## src/rtl/red_pkg.sv

```systemverilog
// Shared NEC IR definitions: FSM state encoding and default timing in 1 us ticks.
// The receiver uses the same timing constants as its decode thresholds.
package red_pkg;

  typedef enum logic [2:0] {
    S_IDLE,
    S_LMARK,
    S_LSPACE,
    S_BMARK,
    S_BSPACE,
    S_SMARK,
    S_GAP
  } red_state_t;

  localparam int NEC_CARRIER_HALF = 13;
  localparam int NEC_LEAD_MARK    = 9000;
  localparam int NEC_LEAD_SPACE   = 4500;
  localparam int NEC_RPT_SPACE    = 2250;
  localparam int NEC_BIT_MARK     = 560;
  localparam int NEC_ZERO_SPACE   = 560;
  localparam int NEC_ONE_SPACE    = 1690;
  localparam int NEC_GAP          = 40000;

  // Down-counter reload value: a state loaded with dur(n) lasts exactly n cycles.
  function automatic logic [15:0] dur(input int len);
    return 16'(len - 1);
  endfunction

endpackage

```

## src/rtl/red_send_if.sv

```systemverilog
// Code word / strobe inputs and LED drive / status outputs of the NEC transmitter.
// Strobes are level-sampled only while the transmitter is idle; no backpressure.
interface red_send_if;
  logic [31:0] i_data;
  logic        i_st;
  logic        i_repeat;
  logic        o_red;
  logic        o_busy;
  logic        o_done;

  modport master (output i_data, i_st, i_repeat, input o_red, o_busy, o_done);
  modport slave  (input i_data, i_st, i_repeat, output o_red, o_busy, o_done);
endinterface

```

## src/rtl/red_carrier.sv

```systemverilog
// Mark modulator: registered carrier, high for HALF cycles right after restart, then toggling.
// Output is forced low whenever enable is low; EN=0 gives a steady high mark.
module red_carrier #(
  parameter int HALF = 13,
  parameter bit EN   = 1'b1
) (
  input  logic clk,
  input  logic rst_n,
  input  logic enable,
  input  logic restart,
  output logic carrier
);

  logic [15:0] phase;

  always_ff @(posedge clk or negedge rst_n) begin
    if (!rst_n) begin
      phase   <= '0;
      carrier <= 1'b0;
    end else if (!enable) begin
      phase   <= '0;
      carrier <= 1'b0;
    end else if (restart || !EN) begin
      phase   <= 16'(HALF - 1);
      carrier <= 1'b1;
    end else if (phase == 16'd0) begin
      phase   <= 16'(HALF - 1);
      carrier <= ~carrier;
    end else begin
      phase <= phase - 16'd1;
    end
  end

endmodule

```

## src/rtl/red_send.sv

```systemverilog
// NEC IR transmitter: leader, 32 LSB-first pulse-distance bits, stop mark, then idle gap.
// First mark cycle appears on the edge that samples the strobe; strobes are ignored while busy.
module red_send
  import red_pkg::*;
#(
  parameter int CARRIER_HALF = NEC_CARRIER_HALF,
  parameter bit CARRIER_EN   = 1'b1,
  parameter int LEAD_MARK    = NEC_LEAD_MARK,
  parameter int LEAD_SPACE   = NEC_LEAD_SPACE,
  parameter int RPT_SPACE    = NEC_RPT_SPACE,
  parameter int BIT_MARK     = NEC_BIT_MARK,
  parameter int ZERO_SPACE   = NEC_ZERO_SPACE,
  parameter int ONE_SPACE    = NEC_ONE_SPACE,
  parameter int GAP          = NEC_GAP
) (
  input logic       i_clk_1us,
  input logic       i_rst_n,
  red_send_if.slave bus
);

  red_state_t  state;
  logic [15:0] cnt;
  logic [31:0] shift;
  logic [4:0]  bit_cnt;
  logic        rpt;
  logic        busy;
  logic        done;
  logic        red;
  logic        cnt_zero;
  logic        mark_start;
  logic        mark_hold;

  assign cnt_zero   = (cnt == 16'd0);
  assign bus.o_red  = red;
  assign bus.o_busy = busy;
  assign bus.o_done = done;

  // Carrier control looks one edge ahead so the carrier flop itself is the registered LED drive.
  always_comb begin
    mark_start = 1'b0;
    mark_hold  = 1'b0;
    unique case (state)
      S_IDLE:                     mark_start = bus.i_st | bus.i_repeat;
      S_LSPACE, S_BSPACE:         mark_start = cnt_zero;
      S_LMARK, S_BMARK, S_SMARK:  mark_hold  = !cnt_zero;
      default:                    ;
    endcase
  end

  red_carrier #(
    .HALF (CARRIER_HALF),
    .EN   (CARRIER_EN)
  ) u_carrier (
    .clk     (i_clk_1us),
    .rst_n   (i_rst_n),
    .enable  (mark_start | mark_hold),
    .restart (mark_start),
    .carrier (red)
  );

  always_ff @(posedge i_clk_1us or negedge i_rst_n) begin
    if (!i_rst_n) begin
      state   <= S_IDLE;
      cnt     <= '0;
      shift   <= '0;
      bit_cnt <= '0;
      rpt     <= 1'b0;
      busy    <= 1'b0;
      done    <= 1'b0;
    end else begin
      done <= 1'b0;
      if (!cnt_zero) cnt <= cnt - 16'd1;
      unique case (state)
        S_IDLE: begin
          if (bus.i_st) begin
            shift   <= bus.i_data;
            rpt     <= 1'b0;
            bit_cnt <= '0;
            busy    <= 1'b1;
            cnt     <= dur(LEAD_MARK);
            state   <= S_LMARK;
          end else if (bus.i_repeat) begin
            rpt     <= 1'b1;
            bit_cnt <= '0;
            busy    <= 1'b1;
            cnt     <= dur(LEAD_MARK);
            state   <= S_LMARK;
          end
        end
        S_LMARK: if (cnt_zero) begin
          cnt   <= rpt ? dur(RPT_SPACE) : dur(LEAD_SPACE);
          state <= S_LSPACE;
        end
        S_LSPACE: if (cnt_zero) begin
          cnt   <= dur(BIT_MARK);
          state <= rpt ? S_SMARK : S_BMARK;
        end
        S_BMARK: if (cnt_zero) begin
          cnt   <= shift[0] ? dur(ONE_SPACE) : dur(ZERO_SPACE);
          state <= S_BSPACE;
        end
        S_BSPACE: if (cnt_zero) begin
          shift   <= {1'b0, shift[31:1]};
          bit_cnt <= bit_cnt + 5'd1;
          cnt     <= dur(BIT_MARK);
          state   <= (bit_cnt == 5'd31) ? S_SMARK : S_BMARK;
        end
        S_SMARK: if (cnt_zero) begin
          done  <= 1'b1;
          cnt   <= dur(GAP);
          state <= S_GAP;
        end
        S_GAP: if (cnt_zero) begin
          busy  <= 1'b0;
          state <= S_IDLE;
        end
        default: state <= S_IDLE;
      endcase
    end
  end

endmodule

```

## src/flat_wrapper.sv

```systemverilog
// flat-port wrapper written by rule: the top's interface ports become plain ports
module red_send_flat import red_pkg::*;
#(
  parameter int CARRIER_HALF = NEC_CARRIER_HALF,
  parameter bit CARRIER_EN   = 1'b1,
  parameter int LEAD_MARK    = NEC_LEAD_MARK,
  parameter int LEAD_SPACE   = NEC_LEAD_SPACE,
  parameter int RPT_SPACE    = NEC_RPT_SPACE,
  parameter int BIT_MARK     = NEC_BIT_MARK,
  parameter int ZERO_SPACE   = NEC_ZERO_SPACE,
  parameter int ONE_SPACE    = NEC_ONE_SPACE,
  parameter int GAP          = NEC_GAP
)
  (i_clk_1us, i_rst_n, bus_i_data, bus_i_st, bus_i_repeat, bus_o_red, bus_o_busy, bus_o_done);
  red_send_if bus_i ();
  input logic i_clk_1us;
  input logic i_rst_n;
  input wire logic [$bits(bus_i.i_data)-1:0] bus_i_data;
  input wire logic [$bits(bus_i.i_st)-1:0] bus_i_st;
  input wire logic [$bits(bus_i.i_repeat)-1:0] bus_i_repeat;
  output wire logic [$bits(bus_i.o_red)-1:0] bus_o_red;
  output wire logic [$bits(bus_i.o_busy)-1:0] bus_o_busy;
  output wire logic [$bits(bus_i.o_done)-1:0] bus_o_done;
  assign bus_i.i_data = bus_i_data;
  assign bus_i.i_st = bus_i_st;
  assign bus_i.i_repeat = bus_i_repeat;
  assign bus_o_red = bus_i.o_red;
  assign bus_o_busy = bus_i.o_busy;
  assign bus_o_done = bus_i.o_done;
  red_send #(.CARRIER_HALF(CARRIER_HALF), .CARRIER_EN(CARRIER_EN), .LEAD_MARK(LEAD_MARK), .LEAD_SPACE(LEAD_SPACE), .RPT_SPACE(RPT_SPACE), .BIT_MARK(BIT_MARK), .ZERO_SPACE(ZERO_SPACE), .ONE_SPACE(ONE_SPACE), .GAP(GAP)) u_core (.i_clk_1us(i_clk_1us), .i_rst_n(i_rst_n), .bus(bus_i));
endmodule
```

## config.mk

```make
export PLATFORM = sky130hd
export DESIGN_NAME = red_send_flat
export DESIGN_NICKNAME = d
export VERILOG_FILES = /design/src/rtl/red_pkg.sv /design/src/rtl/red_send_if.sv /design/src/rtl/red_carrier.sv /design/src/rtl/red_send.sv /design/src/flat_wrapper.sv
export SDC_FILE = /design/constraint.sdc
export NUM_CORES = 1
export LEC_CHECK = 0
export CELL_PAD_IN_SITES_DETAIL_PLACEMENT = 1
export CELL_PAD_IN_SITES_GLOBAL_PLACEMENT = 1
export CORE_MARGIN = 5
export CORE_UTILIZATION = 45
export DETAILED_ROUTE_END_ITERATION = 8
export PLACE_DENSITY = 0.81
export SYNTH_ARGS = -nofsm -noshare
export SYNTH_HDL_FRONTEND = slang
export SYNTH_SLANG_ARGS = --single-unit
```

## constraint.sdc

```tcl
create_clock -name i_clk_1us -period 2.55 [get_ports i_clk_1us]
set_input_delay 0.6375 -clock i_clk_1us [delete_from_list [all_inputs] [get_ports i_clk_1us]]
set_output_delay 0.6375 -clock i_clk_1us [all_outputs]
set_load 0.02 [all_outputs]
```

==> impl_metrics.tcl <==
set metrics [dict create \
    critPathArrivalTime_ns 2.56 \
    pleak_uw 0.00204 \
    clock.fmax_mhz 433 \
    die_area_um2 11200 \
    synth_cell_types 59 \
    max_stage_delay_ns 0.60 \
    critPathBufInv 0 \
    flow.area_growth_from_synthesis_pct 17.4 \
    synthesis.yosys.warnings 0 \
    p_int_uw 2240 \
    synth-async-reset-ratio_pct 100 \
    synth_top_flop_cell "sky130_fd_sc_hd__dfrtp_1" \
    finalCoreUtilization_pct 53.3 \
    portBuffers 38 \
    cp-end-kind "flop" \
    finish.net_count 525 \
    post-dp-hpwl_um 8170 \
    drt_iter0_markers 148 \
    switching_share_pct 35.5 \
    power.share.combinational_pct 23.9 \
    final-seq-area_um2 1900 \
    clk-insertion-delay-late_ns 0.36 \
    cts.clk_slew.worst_paths_ns 0.09 \
    layout_worst_path_cycle_share_pct 90.6 \
    pre_cts_worst_setup_slack_ns 0.0901 \
    slew_violations 0 \
    synthesis.area_per_instance_um2 9.56 \
    avg_vias_per_cell 5.67 \
    start_kind "flop" \
    worst_path_dominant_cell_family "simple AND/OR/NAND/NOR gates" \
    drt_pre_antenna_iters 4 \
    drive_above_1_share_pct 12.7 \
    timing.slew.headroom_pct 57.4 \
    switchingPower_uw 1230 \
    globalRoute.totalOverflow 0 \
    root_buffer "sky130_fd_sc_hd__clkbuf_8" \
    avgRoutedWirePerCell_um 18.1 \
    grt_antenna_before_repair 0 \
    synth.ff_latch_count 76 \
    outcome "finished, final reports clean" \
    synth-edff-count 0 \
    die_height_um 106 \
    critPathSlowestCell "sky130_fd_sc_hd__or4_4" \
    hold_path.class "in -> async" \
    syn-num-nets 476 \
    yosysSeqAreaShare_pct 46.0 \
    sequential_share_of_power_pct 50.9 \
    setup_viol 0 \
    multi_input_area_um2 2060 \
    critPathRequiredTime_ns 2.80 \
    cts.sinks 76 \
    post_cts_hold_buffer_count 0 \
    placementRows 35 \
    nFillCells 1056 \
    finalSetupTns_ns 0 \
    rsz0062_at_grt "false" \
    cts_tree "built" \
    core_um2 9110 \
    clock_path_buffers 2 \
    initial_utilization_pct 45.4 \
    mappedNetlistArea_um2 4140 \
    final.setup_skew_ns 0.0105 \
    max_cap_violations 0 \
    vias_in_the_first_global_route 3739 \
    timing.setup.critical_path_class "reg -> reg" \
    die_x_um 106 \
    cts-htree-levels 3 \
    clockPowerShare_pct 25.2 \
    number_of_clock_buffers_inserted_by_tritoncts 9 \
    pin_count 39 \
    peakVddDrop_uv 317 \
    pwr_density_cell_nw_per_um2 714 \
    post-route-min-period_ns 2.31 \
    path_cells "or4_4, nor3_1, nand2_1, o21ai_0, a21oi_1, nor2b_1" \
    setup_ws_ns 0.239 \
    detail_route.drc_violations 0 \
    overall_global_routing_resource_usage_pct 20.5 \
    grt_max_degree 49 \
    critPathMaxFanout 6 \
    syn-instance-count 433 \
    report.final.hold_viol_count 0 \
    num_vias 3391 \
    route.final.wire_length_um 10800 \
    place_congestion 0.940 \
    global_route_wire_length_before_repair_um 18400 \
    antennaDiodeCount 0 \
    antenna_violating_nets_post_route 0 \
    timing_worst_slew_pin_value_ns 0.633 \
]
==> flip-flops by register name (all words and copies together) (netlist names) <==
name / flops
u_core.u_carrier.carrier: 1
u_core.bus.o_busy: 1
u_core.u_carrier.phase: 16
u_core.state: 3
u_core.shift: 32
u_core.bit_cnt: 5
u_core.cnt: 16
u_core.rpt: 1
u_core.bus.o_done: 1
==> synth_stat cells, drive strengths merged, types with 2 or more instances <==
| library cell | count | share of area (%) |
|---|---|---|
| a211oi | 3 | 0.54 |
| a21oi | 21 | 2.5 |
| a31oi | 3 | 0.45 |
| and2 | 2 | 0.30 |
| and3 | 5 | 0.76 |
| buf | 12 | 2.5 |
| clkbuf | 7 | 0.64 |
| dfrtp | 76 | 46 |
| ha | 7 | 2.1 |
| inv | 11 | 1.1 |
| mux2i | 34 | 8.2 |
| nand2 | 60 | 5.6 |
| nand2b | 4 | 0.60 |
| nand3 | 9 | 1.1 |
| nand3b | 2 | 0.36 |
| nand4 | 3 | 0.60 |
| nor2 | 42 | 3.9 |
| nor2b | 4 | 0.60 |
| nor3 | 16 | 2.3 |
| nor4 | 8 | 1.9 |
| o211ai | 2 | 0.36 |
| o21ai | 53 | 7.2 |
| o31ai | 2 | 0.36 |
| or2 | 3 | 0.45 |
| or3 | 2 | 0.30 |
| or4 | 3 | 0.63 |
| xnor2 | 10 | 2.1 |
| xor2 | 13 | 2.8 |
==> worst paths after layout <==
path                                                  end  cells after the start        startpoint  slack (ns)
max in group asynchronous       u_core.u_carrier.phase[4]                      2           i_rst_n        1.54
worst min-delay path                     u_core.shift[29]                      1           i_rst_n        0.29
min in group i_clk_1us                   u_core.shift[23]                      2  u_core.shift[23]        0.50
worst min register to register           u_core.shift[23]                      2  u_core.shift[23]        0.50
worst max register to register              u_core.cnt[7]                      6     u_core.cnt[8]        0.24
worst max-delay path                        u_core.cnt[7]                      6     u_core.cnt[8]        0.24
==> power groups by stage <==
stage               combinational [µW]  clock, µW  sequential, µW
floorplan                          567          0            1700
global placement                   766          0            1760
detailed placement                 817          0            1790
CTS                                832        897            1760
global route                       943        950            1800
finish                             829        872            1770
==> per-stage QoR <==
| step | cell area [µm²] | total power [µW] | cells | hold slack [ns] |
|---|---|---|---|---|
| 5_1_grt | 4860 | 3690 | 598 | 0.322 |
| 3_5_place_dp | 4660 | 2600 | 581 | 0.479 |
| 6_report | 4860 | 3470 | 598 | 0.286 |
| 2_1_floorplan | 4140 | 2270 | 433 | 0.342 |
| 4_1_cts | 4840 | 3490 | 597 | 0.296 |
| 3_3_place_gp | 4660 | 2530 | 581 | 0.466 |
==> metal layers <==
metal / track usage, % / vias to the layer above / share of wire [%]
li1: - / 1610 / -
met1: 26.4 / 1686 / 43
met2: 35.3 / 79 / 51
met3: 3.58 / 16 / 4.0
met4: 5.92 / 0 / 1.5
met5: 0 / - / 0
==> what timing repair did <==
action                                 CTS  global route
buffers inserted                         0             1
endpoints found under the hold margin    0             0
setup endpoints to repair                0            46
gates resized for setup                  0             1
==> kinds of logic (layout without fill, tap and decap cells) <==
group	count (synthesis)	after routing	synth area share [%]
compound gates	96	96	14.1
mux	34	34	8.23
flops	76	76	46.0
xor+xnor	23	23	4.87
simple gates	166	166	20.3
buf+inv	31	85	4.38
fa+ha+maj	7	7	2.12
==> cells in the final DEF (no fill, tap or decap), types with 10 or more instances in the layout <==
cell | netlist | layout
sky130_fd_sc_hd__a21oi_1 | 21 | 21
sky130_fd_sc_hd__buf_4 | 1 | 20
sky130_fd_sc_hd__clkdlybuf4s50_1 | 0 | 37
sky130_fd_sc_hd__dfrtp_1 | 76 | 75
sky130_fd_sc_hd__inv_1 | 10 | 10
sky130_fd_sc_hd__mux2i_1 | 34 | 34
sky130_fd_sc_hd__nand2_1 | 59 | 59
sky130_fd_sc_hd__nor2_1 | 40 | 40
sky130_fd_sc_hd__nor3_1 | 14 | 14
sky130_fd_sc_hd__o21ai_0 | 20 | 20
sky130_fd_sc_hd__o21ai_1 | 26 | 26
sky130_fd_sc_hd__xnor2_1 | 10 | 10
sky130_fd_sc_hd__xor2_1 | 13 | 13
==> cell type report <==
class	count	share of cell area, %
multi-input combinational	326	42.4
sequential	76	39.2
timing repair buffer	57	10.7
tap	111	2.86
clock buffer	9	2.55
clock inverter	7	1.21
inverter	12	1.03
Power figures use the tool's default switching activity.
